File: src/rtl/mux_pkg.sv
// Shared definitions for the four-way registered multiplexer.
// Holds the select encodings, the 2-bit select type and the minimum legal
// data width used by the elaboration-time width check.
package mux_pkg;

   typedef enum logic [1:0] {
      SEL_A = 2'b00,
      SEL_B = 2'b01,
      SEL_C = 2'b10,
      SEL_D = 2'b11
   } sel_t;

   localparam int MIN_WIDTH = 1;

endpackage

File: src/rtl/mux4_comb.sv
// Combinational 4:1 N-bit selector.
// Ports:
//   a, b, c, d : N-bit data words, chosen by s = SEL_A/SEL_B/SEL_C/SEL_D
//   s          : select code
//   y          : selected word, bit-for-bit copy of the chosen input
module mux4_comb
   import mux_pkg::*;
#(
   parameter int N = 4
) (
   input  logic [N-1:0] a,
   input  logic [N-1:0] b,
   input  logic [N-1:0] c,
   input  logic [N-1:0] d,
   input  sel_t         s,
   output logic [N-1:0] y
);

   always_comb begin
      y = '0;
      unique case (s)
         SEL_A: y = a;
         SEL_B: y = b;
         SEL_C: y = c;
         SEL_D: y = d;
      endcase
   end

endmodule

File: src/rtl/mux_nbit.sv
// Four-input N-bit multiplexer with a registered output.
// Ports:
//   clk        : rising-edge clock
//   rst        : asynchronous active-high reset, clears Y and S_q
//   en         : load enable; 1 loads the selected word, 0 holds
//   A, B, C, D : N-bit data words for S = 00, 01, 10, 11
//   S          : select code
//   Y          : registered selected word
//   S_q        : select code captured together with Y
module mux_nbit
   import mux_pkg::*;
#(
   parameter int N = 4
) (
   input  logic         clk,
   input  logic         rst,
   input  logic         en,
   input  logic [N-1:0] A,
   input  logic [N-1:0] B,
   input  logic [N-1:0] C,
   input  logic [N-1:0] D,
   input  logic [1:0]   S,
   output logic [N-1:0] Y,
   output logic [1:0]   S_q
);

   generate
      if (N < MIN_WIDTH) begin : g_bad_width
         $error("mux_nbit: N must be at least 1");
      end
   endgenerate

   logic [N-1:0] sel;

   mux4_comb #(.N(N)) u_sel (
      .a (A),
      .b (B),
      .c (C),
      .d (D),
      .s (sel_t'(S)),
      .y (sel)
   );

   // Reset takes priority over a coincident enabled edge, discarding the load.
   always_ff @(posedge clk or posedge rst) begin
      if (rst) begin
         Y   <= '0;
         S_q <= SEL_A;
      end else if (en) begin
         Y   <= sel;
         S_q <= S;
      end
   end

endmodule

File: config.mk
export PLATFORM = sky130hd
export DESIGN_NAME = mux_nbit
export DESIGN_NICKNAME = d
export VERILOG_FILES = /design/src/rtl/mux_pkg.sv /design/src/rtl/mux4_comb.sv /design/src/rtl/mux_nbit.sv
export SDC_FILE = /design/constraint.sdc
export NUM_CORES = 1
export LEC_CHECK = 0
export CAP_MARGIN = 20
export CORE_AREA = 5 5 42 44
export DETAILED_ROUTE_END_ITERATION = 6
export DIE_AREA = 0 0 47 49
export GPL_ROUTABILITY_DRIVEN = 0
export HOLD_SLACK_MARGIN = 0.08
export PLACE_DENSITY = 0.71
export SLEW_MARGIN = 20
export SYNTH_ARGS = -nofsm -noshare
export SYNTH_HDL_FRONTEND = slang
export SYNTH_SLANG_ARGS = --single-unit
File: constraint.sdc
create_clock -name clk -period 1.1 [get_ports clk]
set_clock_uncertainty 0.1 [all_clocks]
set_input_delay 0.165 -clock clk [delete_from_list [all_inputs] [get_ports clk]]
set_output_delay 0.165 -clock clk [all_outputs]
set_load 0.005 [all_outputs]
==> Yosys cells after proc, flatten, opt, wreduce, memory -nomap -nowiden <==
Index checks and enable logic that the tools add are counted.
{ "classes": {"n_bitwise": 0, "addsub": 0, "n_mux": 1, "magnitude_cmp": 0, "n_div": 0, "shifts": 0, "n_eq_ne": 3, "n_mul": 0, "n_reduce_logical": 1} }
{ "ops": {"columns": ["op", "count"], "rows": [
  ["case mux 4 bit (4 select lines)", 1],
  ["equality test 2 bit (second input constant)", 2],
  ["equality test 2 x 1 -> 1 bit (second input constant)", 1],
  ["logical NOT 2 bit", 1]
]} }
{ "word_totals": {"latch_bits": 0, "ram_bits": 0, "word_cells": 7, "n_memories": 0, "ff_bits": 6, "in_bits": 21, "output_inout_bits": 6, "mem_bits_ro": 0} }

==> Logic depth before layout (Yosys ltp) <==
{ "logic_depth": {"ltp_word": 2, "ltp_mapped": 3, "depth_no_buf": 2} }

==> By module <==
A second synthesis with hierarchy kept.
{ "unflattened": {"hier_cells": 18, "hier_area_um2": 360.3} }
{ "by_module_without_submodules": {"columns": ["mod", "cells_each", "area_each_um2", "seq_area_each_um2", "instances"], "rows": [
  ["mux_nbit", 14, 255.2, 150.1, 1],
  ["mux4_comb", 4, 105.1, 0.0, 1]
]} }

==> Worst setup path before layout <==
Ideal clock, no wire load.
{ "synth_timing": {"path_kind": "flip-flop to flip-flop", "startpoint": "reg S_q[0] (netlist name)", "endpoint": "reg S_q[0]", "t_arrival_ns": 0.612, "setup_ns": 0.125, "synth_period_minus_slack_ns": 0.837, "stages_incl_launch_ff": 2, "required_time_ns": 0.875, "setup_slack_ns": 0.263, "n_path_buf": 0, "cell_sequence": "dfrtp_1 mux2_2"} }
{ "synth_lines": {"columns": ["item", "line", "text"], "rows": [
  ["end signal, assigned", "mux_nbit.sv:48", "S_q <= SEL_A;"],
  ["end signal, assigned", "mux_nbit.sv:51", "S_q <= S;"],
  ["end, declared", "mux_nbit.sv:24", "output logic [1:0] S_q"]
]} }

==> Worst setup path after layout <==
{ "layout_timing": {"startpoint": "in S[1]", "endpoint": "reg Y[0]"} }
{ "layout_between": {"elab_chain_len": 2, "word_cells_on_any_way": 5, "classes_between": "eq/ne: 3; mux: 1; reduce/logical: 1"} }
{ "layout_lines": {"columns": ["item", "line", "text"], "rows": [
  ["start, declared", "mux_nbit.sv:22", "input logic [1:0] S,"],
  ["equality test 2 bit (tied with other cells)", "mux4_comb.sv:21", "unique case (s)"],
  ["case mux 4 bit (4 select lines) *", "mux4_comb.sv:21", null],
  ["end signal, assigned", "mux_nbit.sv:50", "Y <= sel;"],
  ["end, declared", "mux_nbit.sv:23", "output logic [N-1:0] Y,"]
]} }
Mark *: on every way between the ends. The rest lies on a longest branch, timed or not.
A chain may end at the register's enable or synchronous reset.

==> impl_metrics.toml <==
[outcome]
run_status = "completed"

[critical_path]
cp_max_fo = 4
cp.required_ns = 1.13
cp_slowest_cell = "clkdlybuf4s50_1"
cp.arrival_ns = 1.03
critPathMaxStageDelay_ns = 0.43
cp-end-kind = "flop"
crit_chain = "clkdlybuf4s50_1 -> nand2b_1 -> o221ai_1"
start_kind = "input pin"
worst-setup-path-type = "in2reg"

[die]
dieHeight_um = 49
initial_core_util_pct = 23.9
coreArea_mm2 = 0.00140
io_pins = 27
fp.dieW_um = 47
num_rows = 14
dieArea_mm2 = 0.00230

[placement]
io_buffers = 26
pre_cts_ws_ns = -0.323
hpwl_um = 853

[power]
leakagePower_nw = 0.320
peakVddDrop_mv = 0.482
powerDensity_mw_per_mm2 = 970
finalPower_mw = 0.643

[sta]
fmax_mhz = 1010
fin_crit_ns = 0.992
fin_ws_ns = 0.108
hold_ws_ns = 0.268
post-route-period-util_pct = 90.1
rsz0062_at_grt = "no"
worst_pin_slew_ns = 0.237
finalHoldViolations = 0
setup_viol = 0
slew_headroom_pct = 84.2
maxSlewViolCount = 0

[drt]
wl_um = 978
wl_per_cell_um = 12.2
drt_iter0_markers = 5
vias = 347
detail-route-antenna-nets = 0
drc = 0
viasPerCell = 4.34
first_pass_iters = 4

[global_routing]
grt_util_all_layers_pct = 9.28
grt_pass1_vias = 358
grt_pass1_wl_um = 1500
gr-total-overflow = 0
grt_max_degree = 7
antenna_found_initial = 0

[finish]
num_antenna_cells = 0
final_common_cell = "clkdlybuf4s50_1"
syn_to_final_growth_pct = 97.8
multiInputGateArea_um2 = 169
final_cell_mix = "clkdlybuf4s50_1, mux2i_1, dfrtp_1, clkbuf_2, nand2b_1"
fin_nets = 87
seqCellArea_um2 = 150
drive_gt1_share_pct = 26.6
fill_cells = 158
final_util_pct = 47.3

[yosys]
synth_area_um2 = 335
ys_warn_count = 0
synth-seq-cells = 6
synthCells = 29
syn_nets = 50
synth_seq_area_share_pct = 44.8
avgSynthCellArea_um2 = 11.6
yosysUniqueCellTypes = 9

[hold_path]
hold_path_class = "in2reg"

[clock_tree]
numCtsBuffers = 3
h-tree-depth = 1
clk_latency_ns = 0.23
path_clk_slew_ns = 0.04
cts.sinks = 6
cts_tree = "built"
cts-root-buf = "clkbuf_4"
clockBufferDepth = 2

[job]
drv_cap = 0
## cells in the mapped netlist, drive strengths merged
library cell	number	area, um^2
mux2i	8	80.1
o21ai	1	5.00
dfrtp	6	150
buf	1	11.3
mux2	1	11.3
inv	2	7.51
o221ai	4	35.0
nand2	1	3.75
nand2b	5	31.3
## worst max-delay path, delay by kind of cell
| family | cells | cell delay, ns |
|---|---|---|
| buffers and inverters | 1 | 0.43 |
| and+or+nand+nor | 1 | 0.21 |
| AOI/OAI and AO/OA | 1 | 0.23 |
## logic make-up (layout without fill, tap and decap cells)
kind of cell	after synthesis	count (layout)	synth area share [%]
flip-flops	6	6	44.8
AND/OR/NAND/NOR	6	6	10.4
multiplexers	9	9	27.2
buffers and inverters	3	38	5.60
AO/OA/AOI/OAI	5	5	11.9
## registers in the layout, indices dropped and copies added, names as in the netlist
name,flops
S_q,2
Y,4
## worst paths after layout
path                       slack [ns]  cells past startpoint             start                  to
hold reg to reg                  0.40                      2  Y[3]$_DFFE_PP0P_    Y[3]$_DFFE_PP0P_
min in group asynchronous        0.59                      3               rst  S_q[0]$_DFFE_PP0P_
hold / removal                   0.27                      2                en  S_q[0]$_DFFE_PP0P_
max in group asynchronous        0.13                      3               rst    Y[0]$_DFFE_PP0P_
setup / recovery                 0.11                      3              S[1]    Y[0]$_DFFE_PP0P_
setup reg to reg                 0.20                      3  Y[2]$_DFFE_PP0P_    Y[2]$_DFFE_PP0P_
## layout make-up
cell class | instances | area share, %
clock buffer | 3 | 3.40
tap | 16 | 3.02
timing repair buffer | 33 | 44.3
sequential | 6 | 22.6
multi-input combinational | 20 | 25.5
inverter | 2 | 1.13
## layer usage
layer  up-vias  share of wire, %  GRT usage (%)
li1        178                 -              -
met1       154                36           10.8
met2        15                49           13.1
met3         0                14           3.69
met4         0                 0           6.91
met5         -                 0              0
## power by group
part | switching (mW) | internal, mW | leakage, nW
registers | 0.0126 | 0.247 | 0.0730
logic | 0.0639 | 0.133 | 0.233
clock network | 0.0636 | 0.122 | 0.0138
total | 0.140 | 0.503 | 0.320
## stage by stage
step | setup TNS (ns) | cells | instance area [um^2]
after global routing | 0 | 80 | 663
after detailed placement | -1.56 | 74 | 634
after global placement | -1.45 | 74 | 634
after floorplan | 0 | 29 | 335
after CTS | 0 | 80 | 688
final | 0 | 80 | 663
## what timing repair did
action,CTS,global route
setup buffers,2,0
hold endpoints to repair,6,0
gates resized for setup,15,8
hold buffers,1,0
setup endpoints to repair,10,10
pin swaps,2,0
Note: power is estimated with default switching activity, not from simulation.
